## src/rtl/rv_pkg.sv

```systemverilog
// Shared RV decode definitions: opcodes, instruction field positions and the
// operand/destination usage functions for the register-file scoreboard.
package rv_pkg;

  localparam int unsigned XLEN = 32;
  localparam int unsigned AW   = 5;
  localparam int unsigned NREG = 32;
  localparam int unsigned OPW  = 7;

  localparam int unsigned OPC_LSB = 0;
  localparam int unsigned RD_LSB  = 7;
  localparam int unsigned RS1_LSB = 15;
  localparam int unsigned RS2_LSB = 20;

  typedef logic [OPW-1:0] opcode_t;
  typedef logic [AW-1:0]  reg_addr_t;

  localparam opcode_t OP_LUI    = 7'b0110111;
  localparam opcode_t OP_AUIPC  = 7'b0010111;
  localparam opcode_t OP_JAL    = 7'b1101111;
  localparam opcode_t OP_JALR   = 7'b1100111;
  localparam opcode_t OP_LOAD   = 7'b0000011;
  localparam opcode_t OP_STORE  = 7'b0100011;
  localparam opcode_t OP_BRANCH = 7'b1100011;
  localparam opcode_t OP_REG    = 7'b0110011;
  localparam opcode_t OP_IMM    = 7'b0010011;

  // Register-relevant fields of a decoded instruction.
  typedef struct packed {
    reg_addr_t rs2;
    reg_addr_t rs1;
    reg_addr_t rd;
    opcode_t   op;
  } dec_fields_t;

  function automatic logic use_rs1(input opcode_t op);
    return !(op == OP_LUI || op == OP_AUIPC || op == OP_JAL);
  endfunction

  function automatic logic use_rs2(input opcode_t op);
    return (op == OP_REG || op == OP_STORE || op == OP_BRANCH);
  endfunction

  function automatic logic has_rd(input opcode_t op, input reg_addr_t rd);
    return !(op == OP_STORE || op == OP_BRANCH || rd == '0);
  endfunction

endpackage

```

## src/rtl/regfile_sb_if.sv

```systemverilog
// Decode / execute / writeback signal bundle of the scoreboarded register file.
interface regfile_sb_if;
  import rv_pkg::*;

  logic            wb_v;
  reg_addr_t       wb_addr;
  logic [XLEN-1:0] wb_data;
  logic            dec_v;
  logic [XLEN-1:0] dec_ir;
  logic            dec_r;
  logic            ex_stall;
  logic            ex_v;
  logic [XLEN-1:0] rs1_data;
  logic [XLEN-1:0] rs2_data;
  logic            wb_err;

  modport slave (
    input  wb_v, wb_addr, wb_data, dec_v, dec_ir, ex_stall,
    output dec_r, ex_v, rs1_data, rs2_data, wb_err
  );

  modport master (
    output wb_v, wb_addr, wb_data, dec_v, dec_ir, ex_stall,
    input  dec_r, ex_v, rs1_data, rs2_data, wb_err
  );
endinterface

```

## src/rtl/regfile_array.sv

```systemverilog
// 32 x 32 architectural register storage: one write port, two asynchronous
// read ports, x0 reads as zero.
module regfile_array
  import rv_pkg::*;
(
  input  logic            clk,
  input  logic            rst_n,
  input  logic            we,
  input  reg_addr_t       waddr,
  input  logic [XLEN-1:0] wdata,
  input  reg_addr_t       raddr1,
  output logic [XLEN-1:0] rdata1_c,
  input  reg_addr_t       raddr2,
  output logic [XLEN-1:0] rdata2_c
);

  logic [XLEN-1:0] mem [NREG];

  always_ff @(posedge clk) begin
    if (!rst_n) begin
      for (int unsigned i = 0; i < NREG; i++) mem[i] <= '0;
    end else if (we && waddr != '0) begin
      mem[waddr] <= wdata;
    end
  end

  assign rdata1_c = (raddr1 == '0) ? '0 : mem[raddr1];
  assign rdata2_c = (raddr2 == '0) ? '0 : mem[raddr2];

endmodule

```

## src/rtl/regfile_sb.sv

```systemverilog
// Scoreboarded register file between decode and execute; stalls decode on RAW
// hazards until writeback retires. Define WB_BYPASS_EN to forward wb_data.
module regfile_sb
  import rv_pkg::*;
#(
  parameter int unsigned PEND_W = 2
) (
  input logic         clk,
  input logic         rst_n,
  regfile_sb_if.slave bus
);

  localparam logic [PEND_W-1:0] CNT_MAX = '1;

  dec_fields_t       f;
  logic [PEND_W-1:0] cnt [NREG];
  logic [PEND_W-1:0] eff1, eff2;
  logic [XLEN-1:0]   rd1_c, rd2_c;
  logic [XLEN-1:0]   opnd1, opnd2;
  logic [NREG-1:0]   inc_vec, dec_vec;
  logic              busy1, busy2, rd_full, fire, wb_we, hit1, hit2, has_rd_w;
  logic              unused_ir;

  assign f.op  = bus.dec_ir[OPC_LSB +: OPW];
  assign f.rd  = bus.dec_ir[RD_LSB  +: AW];
  assign f.rs1 = bus.dec_ir[RS1_LSB +: AW];
  assign f.rs2 = bus.dec_ir[RS2_LSB +: AW];
  assign unused_ir = ^{bus.dec_ir[31:25], bus.dec_ir[14:12]};

  regfile_array u_array (
    .clk      (clk),
    .rst_n    (rst_n),
    .we       (wb_we),
    .waddr    (bus.wb_addr),
    .wdata    (bus.wb_data),
    .raddr1   (f.rs1),
    .rdata1_c (rd1_c),
    .raddr2   (f.rs2),
    .rdata2_c (rd2_c)
  );

  // Hazard detection and issue handshake.
  always_comb begin
    wb_we    = bus.wb_v && bus.wb_addr != '0;
    hit1     = wb_we && bus.wb_addr == f.rs1;
    hit2     = wb_we && bus.wb_addr == f.rs2;
    has_rd_w = has_rd(f.op, f.rd);
`ifdef WB_BYPASS_EN
    eff1  = cnt[f.rs1] - PEND_W'(hit1);
    eff2  = cnt[f.rs2] - PEND_W'(hit2);
    opnd1 = hit1 ? bus.wb_data : rd1_c;
    opnd2 = hit2 ? bus.wb_data : rd2_c;
`else
    eff1  = cnt[f.rs1];
    eff2  = cnt[f.rs2];
    opnd1 = rd1_c;
    opnd2 = rd2_c;
`endif
    busy1     = f.rs1 != '0 && eff1 != '0;
    busy2     = f.rs2 != '0 && eff2 != '0;
    rd_full   = has_rd_w && cnt[f.rd] == CNT_MAX;
    bus.dec_r = !bus.ex_stall && !(use_rs1(f.op) && busy1)
              && !(use_rs2(f.op) && busy2) && !rd_full;
    fire      = bus.dec_v && bus.dec_r;
  end

  always_comb begin
    inc_vec = '0;
    dec_vec = '0;
    for (int unsigned r = 1; r < NREG; r++) begin
      inc_vec[r] = fire && has_rd_w && f.rd == AW'(r);
      dec_vec[r] = bus.wb_v && bus.wb_addr == AW'(r);
    end
  end

  // Pending-write counters; a retire with nothing pending never underflows.
  always_ff @(posedge clk) begin
    if (!rst_n) begin
      for (int unsigned r = 0; r < NREG; r++) cnt[r] <= '0;
      bus.wb_err <= 1'b0;
    end else begin
      for (int unsigned r = 0; r < NREG; r++) begin
        if (inc_vec[r] && !dec_vec[r]) begin
          cnt[r] <= cnt[r] + PEND_W'(1);
        end else if (dec_vec[r] && !inc_vec[r] && cnt[r] != '0) begin
          cnt[r] <= cnt[r] - PEND_W'(1);
        end
      end
      if (wb_we && cnt[bus.wb_addr] == '0) bus.wb_err <= 1'b1;
    end
  end

  // Operand registers toward execute; frozen while execute stalls.
  always_ff @(posedge clk) begin
    if (!rst_n) begin
      bus.ex_v     <= 1'b0;
      bus.rs1_data <= '0;
      bus.rs2_data <= '0;
    end else if (!bus.ex_stall) begin
      bus.ex_v <= fire;
      if (fire) begin
        bus.rs1_data <= opnd1;
        bus.rs2_data <= opnd2;
      end
    end
  end

endmodule

```

## src/flat_wrapper.sv

```systemverilog
// flat-port wrapper written by rule: the top's interface ports become plain ports
module regfile_sb_flat import rv_pkg::*;
#(
  parameter int unsigned PEND_W = 2
)
  (clk, rst_n, bus_wb_v, bus_wb_addr, bus_wb_data, bus_dec_v, bus_dec_ir, bus_ex_stall, bus_dec_r, bus_ex_v, bus_rs1_data, bus_rs2_data, bus_wb_err);
  regfile_sb_if bus_i ();
  input logic clk;
  input logic rst_n;
  input wire logic [$bits(bus_i.wb_v)-1:0] bus_wb_v;
  input wire logic [$bits(bus_i.wb_addr)-1:0] bus_wb_addr;
  input wire logic [$bits(bus_i.wb_data)-1:0] bus_wb_data;
  input wire logic [$bits(bus_i.dec_v)-1:0] bus_dec_v;
  input wire logic [$bits(bus_i.dec_ir)-1:0] bus_dec_ir;
  input wire logic [$bits(bus_i.ex_stall)-1:0] bus_ex_stall;
  output wire logic [$bits(bus_i.dec_r)-1:0] bus_dec_r;
  output wire logic [$bits(bus_i.ex_v)-1:0] bus_ex_v;
  output wire logic [$bits(bus_i.rs1_data)-1:0] bus_rs1_data;
  output wire logic [$bits(bus_i.rs2_data)-1:0] bus_rs2_data;
  output wire logic [$bits(bus_i.wb_err)-1:0] bus_wb_err;
  assign bus_i.wb_v = bus_wb_v;
  assign bus_i.wb_addr = bus_wb_addr;
  assign bus_i.wb_data = bus_wb_data;
  assign bus_i.dec_v = bus_dec_v;
  assign bus_i.dec_ir = bus_dec_ir;
  assign bus_i.ex_stall = bus_ex_stall;
  assign bus_dec_r = bus_i.dec_r;
  assign bus_ex_v = bus_i.ex_v;
  assign bus_rs1_data = bus_i.rs1_data;
  assign bus_rs2_data = bus_i.rs2_data;
  assign bus_wb_err = bus_i.wb_err;
  regfile_sb #(.PEND_W(PEND_W)) u_core (.clk(clk), .rst_n(rst_n), .bus(bus_i));
endmodule
```

## config.mk

```make
export PLATFORM = sky130hd
export DESIGN_NAME = regfile_sb_flat
export DESIGN_NICKNAME = d
export VERILOG_FILES = /design/src/rtl/rv_pkg.sv /design/src/rtl/regfile_sb_if.sv /design/src/rtl/regfile_array.sv /design/src/rtl/regfile_sb.sv /design/src/flat_wrapper.sv
export SDC_FILE = /design/constraint.sdc
export NUM_CORES = 2
export LEC_CHECK = 0
export BUFFER_PORTS_ARGS = -buffer_cell sky130_fd_sc_hd__buf_4
export CAP_MARGIN = 20
export CORE_MARGIN = 1.5
export CORE_UTILIZATION = 45
export DETAILED_ROUTE_END_ITERATION = 8
export PLACE_DENSITY = 0.7
export SYNTH_ARGS = -nofsm -noshare
export SYNTH_HDL_FRONTEND = slang
export SYNTH_SLANG_ARGS = --single-unit
```

## constraint.sdc

```tcl
create_clock -name clk -period 8.4 [get_ports clk]
set_input_delay 0.42 -clock clk [delete_from_list [all_inputs] [get_ports clk]]
set_output_delay 0.42 -clock clk [all_outputs]
set_load 0.03 [all_outputs]
```

==> flow_summary.yaml <==
placement:
  dp_hpwl_mm: 106.2
  post_dp_cell_area_um2: 64710
  io_buffers: 130
  place.gp.congestion: 0.9081
  dp_slack_ns: 3.641
global_routing:
  grt_pass1_vias: 39230
  grt_usage_pct: 28.09
  antenna_found_initial: 9
  grt_pass1_wl_mm: 281.1
  grt_overflow: 0
  grt_max_degree: 131
setup_path:
  critical_path_class: "flop to flop"
  crit_fanout: 66
  crit_buf_inv: 1
  crit_family: "simple AND/OR/NAND/NOR gates"
  startpoint_type: "flop"
  crit_slowest_cell: "nor4bb_1"
  slowest_delay_ns: 0.71
  path_cells: "mux4_2, a2bb2oi_1, a32oi_1, nor4bb_1, a41oi_2, nand4_1, buf_4, or3_1, nor2_1, o31ai_1"
  cp.arrival_ns: 4.57
  critPathCaptureType: "flop"
  worstPathRequired_ns: 8.81
drt:
  drtAntennaViolNets: 0
  wl_mm: 198.5
  wire_per_inst_um: 33.49
  vias: 40010
  drt_iter0_drc: 6659
  vias_per_cell: 6.750
  firstDrtPassIters: 9
  drc_errors: 0
clocking:
  cts_tree: "yes"
  clkLatencyLatePin_ns: 0.76
  postCtsSetupRepairBufs: 0
  clk_pin_slew_ns: 0.07
  clockBufferDepth: 3
  cts-hold-fix-buffers: 1
  cts_sinks: 1152
  cts.htree.levels: 3
  clock-root-buffer: "clkbuf_16"
  post_cts_resize_count: 0
  cts_buffers: 116
sta:
  skew_ns: 0.02648
  finalHoldViolCount: 0
  max_freq_ghz: 0.2401
  worstMarginPinSlew_ns: 1.132
  fin_setup_tns_ns: 0
  rsz0062_at_grt: "false"
  fin_crit_ns: 4.165
  finalCritPeriodShare_pct: 49.59
  slew_headroom_pct: 24.54
  slew_violations: 0
  setup_slack_ns: 4.235
  setup_viol: 0
final_layout:
  final_cell_mix: "1086 x edfxtp_1, 808 x and2_1, 664 x mux4_2, 217 x buf_4, 201 x and3_1"
  fin_nets: 4123
  final_layout_size_suffix_gt1_share_pct: 27.74
  final_common_cell: "edfxtp_1"
  syn2layout_area_growth_pct: 10.47
  fin_area_um2: 68450
  fillers: 11040
  utilization_pct: 50.34
synth:
  ys_ff_latch: 1152
  async_reset_ff_share_pct: 0
  synth_area_leaders: "edfxtp_1 53%, mux4_2 24%, and2_1 8.2%"
  ys_types: 78
  ys.flop_type: "edfxtp_1"
  synth_area_um2: 61960
  ys_seq_area_share_pct: 54.77
  yosysTopAreaCell: "edfxtp_1"
  yosysTopAreaCellShare_pct: 52.64
  synth_edf_count: 1086
  yosysWarningCount: 0
  syn_inst: 4119
  syn_area_per_cell_um2: 15.04
floorplanning:
  core_area_um2: 136000
  rows: 135
  io_pins: 141
  die_w_um: 374.1
  start_util_pct: 45.57
  die_area_um2: 139900
  die_y_um: 374.1
power_and_ir_drop:
  vdd_drop_max_uv: 193.9
  p_leak_nw: 23.68
  power_density_nw_per_um2: 200.0
hold_path:
  hp-class: "input pin to flop"
run_status:
  outcome: "completed"
job:
  drv_cap: 0
-- metal layers --
metal / vias to the layer above / wire, um / global-route usage (%)
li1: 15960 / - / -
met3: 545 / 24410 / 5.746
met2: 2927 / 93880 / 45.01
met1: 20580 / 70550 / 37.06
met4: 2 / 9677 / 12.69
met5: - / 14 / 0
-- where the power goes --
group	switching [W]	leakage, nW	total (W)	internal [W]
combinational	0.000967	10.9	0.00171	0.000745
sequential	0.000173	10.9	0.00678	0.00661
clock	0.00230	1.83	0.00519	0.00289
total	0.00344	23.7	0.0137	0.0102
-- kinds of logic after synthesis --
| kind of cell | synth area share [%] |
|---|---|
| other cells | 0.006053 |
| xor+xnor | 0.07068 |
| flops | 54.77 |
| buf+inv | 3.035 |
| mux | 25.38 |
| fa+ha+maj | 0.02019 |
| simple gates | 13.82 |
| compound gates | 2.898 |
-- Yosys cell counts, drive strengths merged, types with 12 or more instances --
cell type and number:
a21oi 95, buf 100, o21ai 38, mux2i 75, a31oi 22, nand2b 23, o311ai 12, nand3 35
and2 809, nand2 76, inv 16, and3 202, nor3 107, a211oi 15, mux4 664, edfxtp 1086
dfxtp 66, clkbuf 349, nor2b 13, nor2 168
-- state kept, by name (all words and copies together) (netlist names) --
signal	count
u_core.cnt	62
u_core.bus.ex_v	1
u_core.bus.wb_err	1
u_core.bus.rs2_data	32
u_core.bus.rs1_data	32
u_core.u_array.mem	1024
-- tightest hold or removal path, delay by kind of cell --
family	cells	cell delay, ns
compound gates	2	0.25
buf+inv	1	0.17
-- path summary, 6_finish.rpt --
kind	end	slack (ns)	startpoint	cells past startpoint
min	u_core.bus.wb_err	0.13	bus_wb_v	3
max reg2reg	u_core.cnt[27][0]	4.23	u_core.cnt[30][0]	10
max	u_core.cnt[27][0]	4.23	u_core.cnt[30][0]	10
min reg2reg	u_core.bus.wb_err	0.46	u_core.bus.wb_err	2
-- stage by stage --
stage          hold WS, ns  instances  power (W)
2_1_floorplan       0.5667       4150   0.007977
3_3_place_gp        0.4431       5709   0.008533
3_5_place_dp        0.4424       5710   0.008581
4_1_cts             0.1270       5926    0.01368
5_1_grt             0.1666       5926    0.01400
6_report            0.1350       5928    0.01369
-- layout make-up --
class	count	area, um2	area share (%)
Multi-Input combinational cell	2532	26670	38.97
Clock inverter	70	561.8	0.8208
Inverter	17	68.82	0.1005
Sequential cell	1152	33930	49.58
Clock buffer	145	3156	4.610
Timing Repair Buffer	229	1821	2.660
Tap cell	1781	2228	3.256
Antenna cell	2	5.005	0.007312
No activity file was read; power rests on OpenSTA's default activity.
